===== config.mk =====
export PLATFORM = sky130hd
export DESIGN_NAME = board_square_renderer_flat
export DESIGN_NICKNAME = d
export VERILOG_FILES = /design/src/rtl/board_square_renderer_if.sv /design/src/rtl/board_square_renderer.sv /design/src/flat_wrapper.sv
export SDC_FILE = /design/constraint.sdc
export NUM_CORES = 1
export LEC_CHECK = 0
export CAP_MARGIN = 20
export CELL_PAD_IN_SITES_DETAIL_PLACEMENT = 2
export CELL_PAD_IN_SITES_GLOBAL_PLACEMENT = 2
export CORE_MARGIN = 3
export CORE_UTILIZATION = 31
export CTS_BUF_LIST = sky130_fd_sc_hd__clkbuf_4 sky130_fd_sc_hd__clkbuf_8 sky130_fd_sc_hd__clkbuf_16
export DETAILED_ROUTE_END_ITERATION = 10
export HOLD_SLACK_MARGIN = 0.12
export PLACE_DENSITY = 0.8
export SLEW_MARGIN = 20
export SYNTH_ARGS = -nofsm -noshare
export SYNTH_HDL_FRONTEND = slang
export SYNTH_SLANG_ARGS = --single-unit

===== constraint.sdc =====
create_clock -name clock -period 3.3 [get_ports clock]
set_clock_uncertainty 0.2 [all_clocks]
set_input_delay 0.33 -clock clock [delete_from_list [all_inputs] [get_ports clock]]
set_output_delay 0.33 -clock clock [all_outputs]
set_load 0.01 [all_outputs]

===== src/rtl/board_square_renderer_if.sv =====
// Board renderer bus: redraw request and board state in, pixel stream and status out.
interface board_square_renderer_if;
  logic        start;
  logic [17:0] grid;
  logic [7:0]  x_out;
  logic [6:0]  y_out;
  logic [2:0]  colour_out;
  logic        plot;
  logic        busy;
  logic        done;

  // Controller side: requests redraws and consumes the pixel stream.
  modport master (
    output start, grid,
    input  x_out, y_out, colour_out, plot, busy, done
  );

  // Renderer side.
  modport slave (
    input  start, grid,
    output x_out, y_out, colour_out, plot, busy, done
  );
endinterface


===== src/rtl/board_square_renderer.sv =====
// Paints the 3x3 tic-tac-toe board as nine filled squares, one pixel per clock,
// walking cells in row-major order from a snapshot of the board taken at start.
module board_square_renderer #(
  parameter int SIZE  = 20,
  parameter int PITCH = 30,
  parameter int X0    = 37,
  parameter int Y0    = 7
) (
  input  logic                   clock,
  input  logic                   reset,
  board_square_renderer_if.slave bus
);

  localparam int CNT_W = (SIZE > 1) ? $clog2(SIZE) : 1;
  localparam logic [CNT_W-1:0] LAST = CNT_W'(SIZE - 1);

  localparam logic [7:0] XC0 = 8'(X0);
  localparam logic [7:0] XC1 = 8'(X0 + PITCH);
  localparam logic [7:0] XC2 = 8'(X0 + 2 * PITCH);
  localparam logic [6:0] YC0 = 7'(Y0);
  localparam logic [6:0] YC1 = 7'(Y0 + PITCH);
  localparam logic [6:0] YC2 = 7'(Y0 + 2 * PITCH);

  localparam logic [1:0] S_IDLE = 2'd0;
  localparam logic [1:0] S_DRAW = 2'd1;
  localparam logic [1:0] S_DONE = 2'd2;

  logic [1:0]       state;
  logic [17:0]      grid_snap;
  logic [3:0]       c;
  logic [CNT_W-1:0] px;
  logic [CNT_W-1:0] py;

  logic [7:0] x_base;
  logic [6:0] y_base;
  logic [1:0] cell_code;

  // State machine and the px -> py -> cell counter chain.
  always_ff @(posedge clock) begin
    if (reset) begin
      state     <= S_IDLE;
      grid_snap <= '0;
      c         <= '0;
      px        <= '0;
      py        <= '0;
    end else begin
      case (state)
        S_IDLE: begin
          if (bus.start) begin
            state     <= S_DRAW;
            grid_snap <= bus.grid;
            c         <= '0;
            px        <= '0;
            py        <= '0;
          end
        end
        S_DRAW: begin
          if (px == LAST) begin
            px <= '0;
            if (py == LAST) begin
              py <= '0;
              if (c == 4'd8) begin
                state <= S_DONE;
              end else begin
                c <= c + 4'd1;
              end
            end else begin
              py <= py + 1'b1;
            end
          end else begin
            px <= px + 1'b1;
          end
        end
        S_DONE: begin
          state <= S_IDLE;
        end
        default: begin
          state <= S_IDLE;
        end
      endcase
    end
  end

  // Cell origin lookup (row = c/3, col = c%3) and the snapshot code of the current cell.
  always_comb begin
    x_base    = XC0;
    y_base    = YC0;
    cell_code = 2'd0;
    case (c)
      4'd0: begin x_base = XC0; y_base = YC0; end
      4'd1: begin x_base = XC1; y_base = YC0; end
      4'd2: begin x_base = XC2; y_base = YC0; end
      4'd3: begin x_base = XC0; y_base = YC1; end
      4'd4: begin x_base = XC1; y_base = YC1; end
      4'd5: begin x_base = XC2; y_base = YC1; end
      4'd6: begin x_base = XC0; y_base = YC2; end
      4'd7: begin x_base = XC1; y_base = YC2; end
      4'd8: begin x_base = XC2; y_base = YC2; end
      default: begin x_base = XC0; y_base = YC0; end
    endcase
    for (int n = 0; n < 9; n++) begin
      if (c == 4'(n)) begin
        cell_code = grid_snap[17 - 2 * n -: 2];
      end
    end
  end

  // Pixel outputs: live only while drawing, forced to zero otherwise.
  always_comb begin
    bus.plot       = 1'b0;
    bus.x_out      = 8'd0;
    bus.y_out      = 7'd0;
    bus.colour_out = 3'b000;
    bus.busy       = (state == S_DRAW);
    bus.done       = (state == S_DONE);
    if (state == S_DRAW) begin
      bus.plot  = 1'b1;
      bus.x_out = x_base + 8'(px);
      bus.y_out = y_base + 7'(py);
      case (cell_code)
        2'd0:    bus.colour_out = 3'b111;
        2'd1:    bus.colour_out = 3'b011;
        2'd2:    bus.colour_out = 3'b101;
        default: bus.colour_out = 3'b000;
      endcase
    end
  end

endmodule


===== src/flat_wrapper.sv =====
// flat-port wrapper written by rule: the top's interface ports become plain ports
module board_square_renderer_flat 
#(
  parameter int SIZE  = 20,
  parameter int PITCH = 30,
  parameter int X0    = 37,
  parameter int Y0    = 7
)
  (clock, reset, bus_start, bus_grid, bus_x_out, bus_y_out, bus_colour_out, bus_plot, bus_busy, bus_done);
  board_square_renderer_if bus_i ();
  input  logic clock;
  input  logic reset;
  input wire logic [$bits(bus_i.start)-1:0] bus_start;
  input wire logic [$bits(bus_i.grid)-1:0] bus_grid;
  output wire logic [$bits(bus_i.x_out)-1:0] bus_x_out;
  output wire logic [$bits(bus_i.y_out)-1:0] bus_y_out;
  output wire logic [$bits(bus_i.colour_out)-1:0] bus_colour_out;
  output wire logic [$bits(bus_i.plot)-1:0] bus_plot;
  output wire logic [$bits(bus_i.busy)-1:0] bus_busy;
  output wire logic [$bits(bus_i.done)-1:0] bus_done;
  assign bus_i.start = bus_start;
  assign bus_i.grid = bus_grid;
  assign bus_x_out = bus_i.x_out;
  assign bus_y_out = bus_i.y_out;
  assign bus_colour_out = bus_i.colour_out;
  assign bus_plot = bus_i.plot;
  assign bus_busy = bus_i.busy;
  assign bus_done = bus_i.done;
  board_square_renderer #(.SIZE(SIZE), .PITCH(PITCH), .X0(X0), .Y0(Y0)) u_core (.clock(clock), .reset(reset), .bus(bus_i));
endmodule

==> run_results.csv <==
group,metric,value,unit
worst_setup_path,path_buf_inv,2,
final_layout,drive_gt1_share,7.69,%
clock_tree,htreeDepth,2,
worst_setup_path,crit_path_start_kind,"flip-flop",
clock_tree,cts_hold_buf,0,
die,fp.dieW,97.3,µm
die,fp.dieH,97.3,µm
sta,grt_setup_unrepaired,"no",
job,drv_cap,0,
global_route,grt_pass1_vias,2676,
power_and_ir_drop,clock_power_share,30.7,%
clock_tree,cts_root_buffer,"clkbuf_8",
yosys,syn_area,2580,µm²
power_and_ir_drop,p_switching,312,µW
yosys,synthTopCellsByArea,"dfxtp_1, ha_1, nand2_1, a21oi_1, nor2_1",
clock_tree,cts_tree,"built",
worst_setup_path,cpMaxStageDelayCell,"clkdlybuf4s50_1",
global_route,antenna_found_initial,0,
worst_setup_path,required,2.77,ns
sta,setup_viol,0,
yosys,synth.ff_latch_count,42,
power_and_ir_drop,p_sw_share,29.1,%
clock_tree,clock_sinks,42,
placement,dp_hpwl,6.10,mm
global_route,grt_pass1_wl,13.6,mm
placement,port_buffers,41,
clock_tree,clk_pin_slew,0.08,ns
worst_hold_path,min_path_cells,2,
clock_tree,cts_made_buffers,5,
worst_setup_path,cp.arrival,2.44,ns
yosys,ys_warn_count,0,
die,core-area,7890,µm²
sta,max_slew_margin,55.4,%
die,dieArea,9470,µm²
detailed_routing,ant_nets,0,
power_and_ir_drop,p_per_area,340,nW/µm²
worst_setup_path,path_max_fanout,8,
worst_setup_path,path_cells,"inv_1 -> ha_1 -> a21oi_1 -> o21ai_0 -> a221oi_1 -> o31ai_1 -> nand3_1 -> clkdlybuf4s50_1",
power_and_ir_drop,pwr-share-seq,50.8,%
sta,final_max_slew_viol_count,0,
clock_tree,clock_latency,0.31,ns
sta,period_minus_slack,2.97,ns
detailed_routing,drt-initial-drc-count,68,
detailed_routing,viasPerCell,5.33,
clock_tree,clock_path_buffers,2,
placement,pre_cts_ws,0.356,ns
yosys,synth_top_area_cell,"dfxtp_1",
worst_setup_path,r2r_cells,9,
yosys,synth.avg_cell_area,7.88,µm²
detailed_routing,wl_per_cell,17.3,µm
yosys,synth_cells,328,
worst_setup_path,crit_type,"flip-flop to output pin",
yosys,synth.distinct_cells,51,
die,start_util,32.8,%
sta,max_freq,336,MHz
power_and_ir_drop,p_comb_share,18.5,%
status,status,"finished clean",
global_route,track_usage,17.6,%
detailed_routing,first_pass_iters,4,
worst_setup_path,cp_num_cells,8,
detailed_routing,drt-total-wl,8.05,mm
detailed_routing,dr_total_vias,2484,
sta,fin_crit_sh,90.1,%
worst_setup_path,crit_family,"compound AO/OA/AOI/OAI gates",
die,rows,32,
yosys,synth-edff-count,0,
power_and_ir_drop,vdd_drop_max,0.132,mV
yosys,async_reset_ff_share,0,%
global_route,grt_max_degree,39,
detailed_routing,drcViolationCount,0,
yosys,synth-main-ff-cell,"dfxtp_1",
power_and_ir_drop,p_leak,0.00116,µW
final_layout,insertedDiodeCount,0,
yosys,synth_commonest_cells,"nand2_1, a21oi_1, dfxtp_1",
sta,hold_viol,0,
final_layout,final_nets,405,
yosys,yosysSeqAreaShare,32.5,%
yosys,postSynthNetCount,369,
power_and_ir_drop,cell_internal_pwr,763,µW
sta,layout_setup_ws,0.325,ns
worst_setup_path,cp-end-kind,"output pin",
worst_hold_path,hp-class,"flip-flop to flip-flop",
sta,fin_setup_tns,0,ns
worst_setup_path,max_stage_delay,0.53,ns
placement,place_congestion,0.829,
sta,worst_pin_slew,0.664,ns
yosys,synth_top_area_share,32.5,%
global_route,grt_overflow,0,
die,pin_count,42,
final_layout,syn_to_final_growth,22.4,%
yosys,yosysMostFrequentCell,"nand2_1",
## tightest hold or removal path: stages, from the launching register on
cell and delay (ns):
dfxtp_1 0.32, nand2_1 0.05, a21oi_1 0.05
## kinds of logic (layout without fill, tap and decap cells)
family | after synthesis | after routing | synth area share [%]
AOI/OAI and AO/OA | 93 | 93 | 22.8
xor gates and xnor gates | 11 | 11 | 3.73
adders and majority gates | 20 | 20 | 10.3
buffers and inverters | 27 | 63 | 4.84
DFF | 42 | 42 | 32.5
muxes | 1 | 1 | 0.436
and+or+nand+nor | 134 | 134 | 25.4
## area by class of cell
class | count | area [µm²]
Clock buffer | 5 | 68.8
Clock inverter | 2 | 10.0
Fill cell | 901 | 4730
Inverter | 9 | 33.8
Multi-Input combinational cell | 259 | 1620
Sequential cell | 42 | 843
Tap cell | 102 | 128
Timing Repair Buffer | 47 | 455
## layout by cell type, fill, tap and decap left out, types with 2 or more instances in the layout
cell             instances
dfxtp_2                  2
ha_1                    18
inv_1                    9
o211a_1                  2
nor3b_1                  2
buf_4                    6
nor2_1                  24
o21a_1                   3
or3_1                    3
clkinv_2                 2
xnor2_1                  4
a21oi_1                 42
or2_2                    2
nor3_1                   6
dfxtp_1                 40
a211oi_1                 3
nand3b_1                 9
and4bb_2                 2
nand2b_1                 2
nand3_1                  9
o211ai_1                 7
a21o_1                   6
a22oi_1                  2
xor2_1                   7
o21ai_0                 14
nand4_1                  5
o22ai_1                  2
o21bai_1                 2
nand2_1                 57
and3_1                   2
clkdlybuf4s50_1         41
nor4_1                   2
and2_1                   2
clkbuf_8                 5
nor2b_1                  2
fa_1                     2
## metrics by stage
step | std cells | utilization (%) | hold slack (ns) | area, µm² | power (µW)
4_1_cts | 466 | 40.1 | 0.268 | 3160 | 1090
6_report | 466 | 40.1 | 0.262 | 3160 | 1080
5_1_grt | 466 | 40.1 | 0.279 | 3160 | 1130
3_3_place_gp | 459 | 39.1 | 0.245 | 3080 | 750
2_1_floorplan | 328 | - | 0.236 | 2580 | 662
3_5_place_dp | 459 | 39.1 | 0.255 | 3080 | 758
## routing by layer
| metal | global-route usage, % | share of wire (%) |
|---|---|---|
| met5 | 0 | 0 |
| met4 | 5.32 | 1.3 |
| met3 | 3.30 | 2.3 |
| met2 | 29.0 | 47 |
| met1 | 23.2 | 49 |
## registers in the layout, indices dropped and copies added, names as in the netlist
signal	flops
u_core.c	4
u_core.grid_snap	18
u_core.px	5
u_core.py	5
u_core.state	2
u_core.x_base	4
u_core.y_base	4
## power by group through the flow
stage | registers (µW) | clock network [µW] | logic (µW)
after floorplan | 550 | 0 | 113
after global placement | 557 | 0 | 194
after global routing | 550 | 359 | 222
after CTS | 546 | 345 | 202
final | 546 | 331 | 198
after detailed placement | 558 | 0 | 200
## path summary, 6_finish.rpt
check                               startpoint                                end  slack, ns
max                   u_core.c[1]$_SDFFE_PP0N_                  bus_colour_out[0]       0.33
min          u_core.grid_snap[15]$_SDFFE_PP0P_  u_core.grid_snap[15]$_SDFFE_PP0P_       0.26
max reg2reg          u_core.px[0]$_SDFFE_PP0P_           u_core.x_base[2]$_DFF_P_       0.35
min reg2reg  u_core.grid_snap[15]$_SDFFE_PP0P_  u_core.grid_snap[15]$_SDFFE_PP0P_       0.26
## timing repair
item,in CTS,in global routing
endpoints found under the setup margin,0,2
buffers inserted,0,0
resized for setup,0,2
No activity file was read; power rests on OpenSTA's default activity.
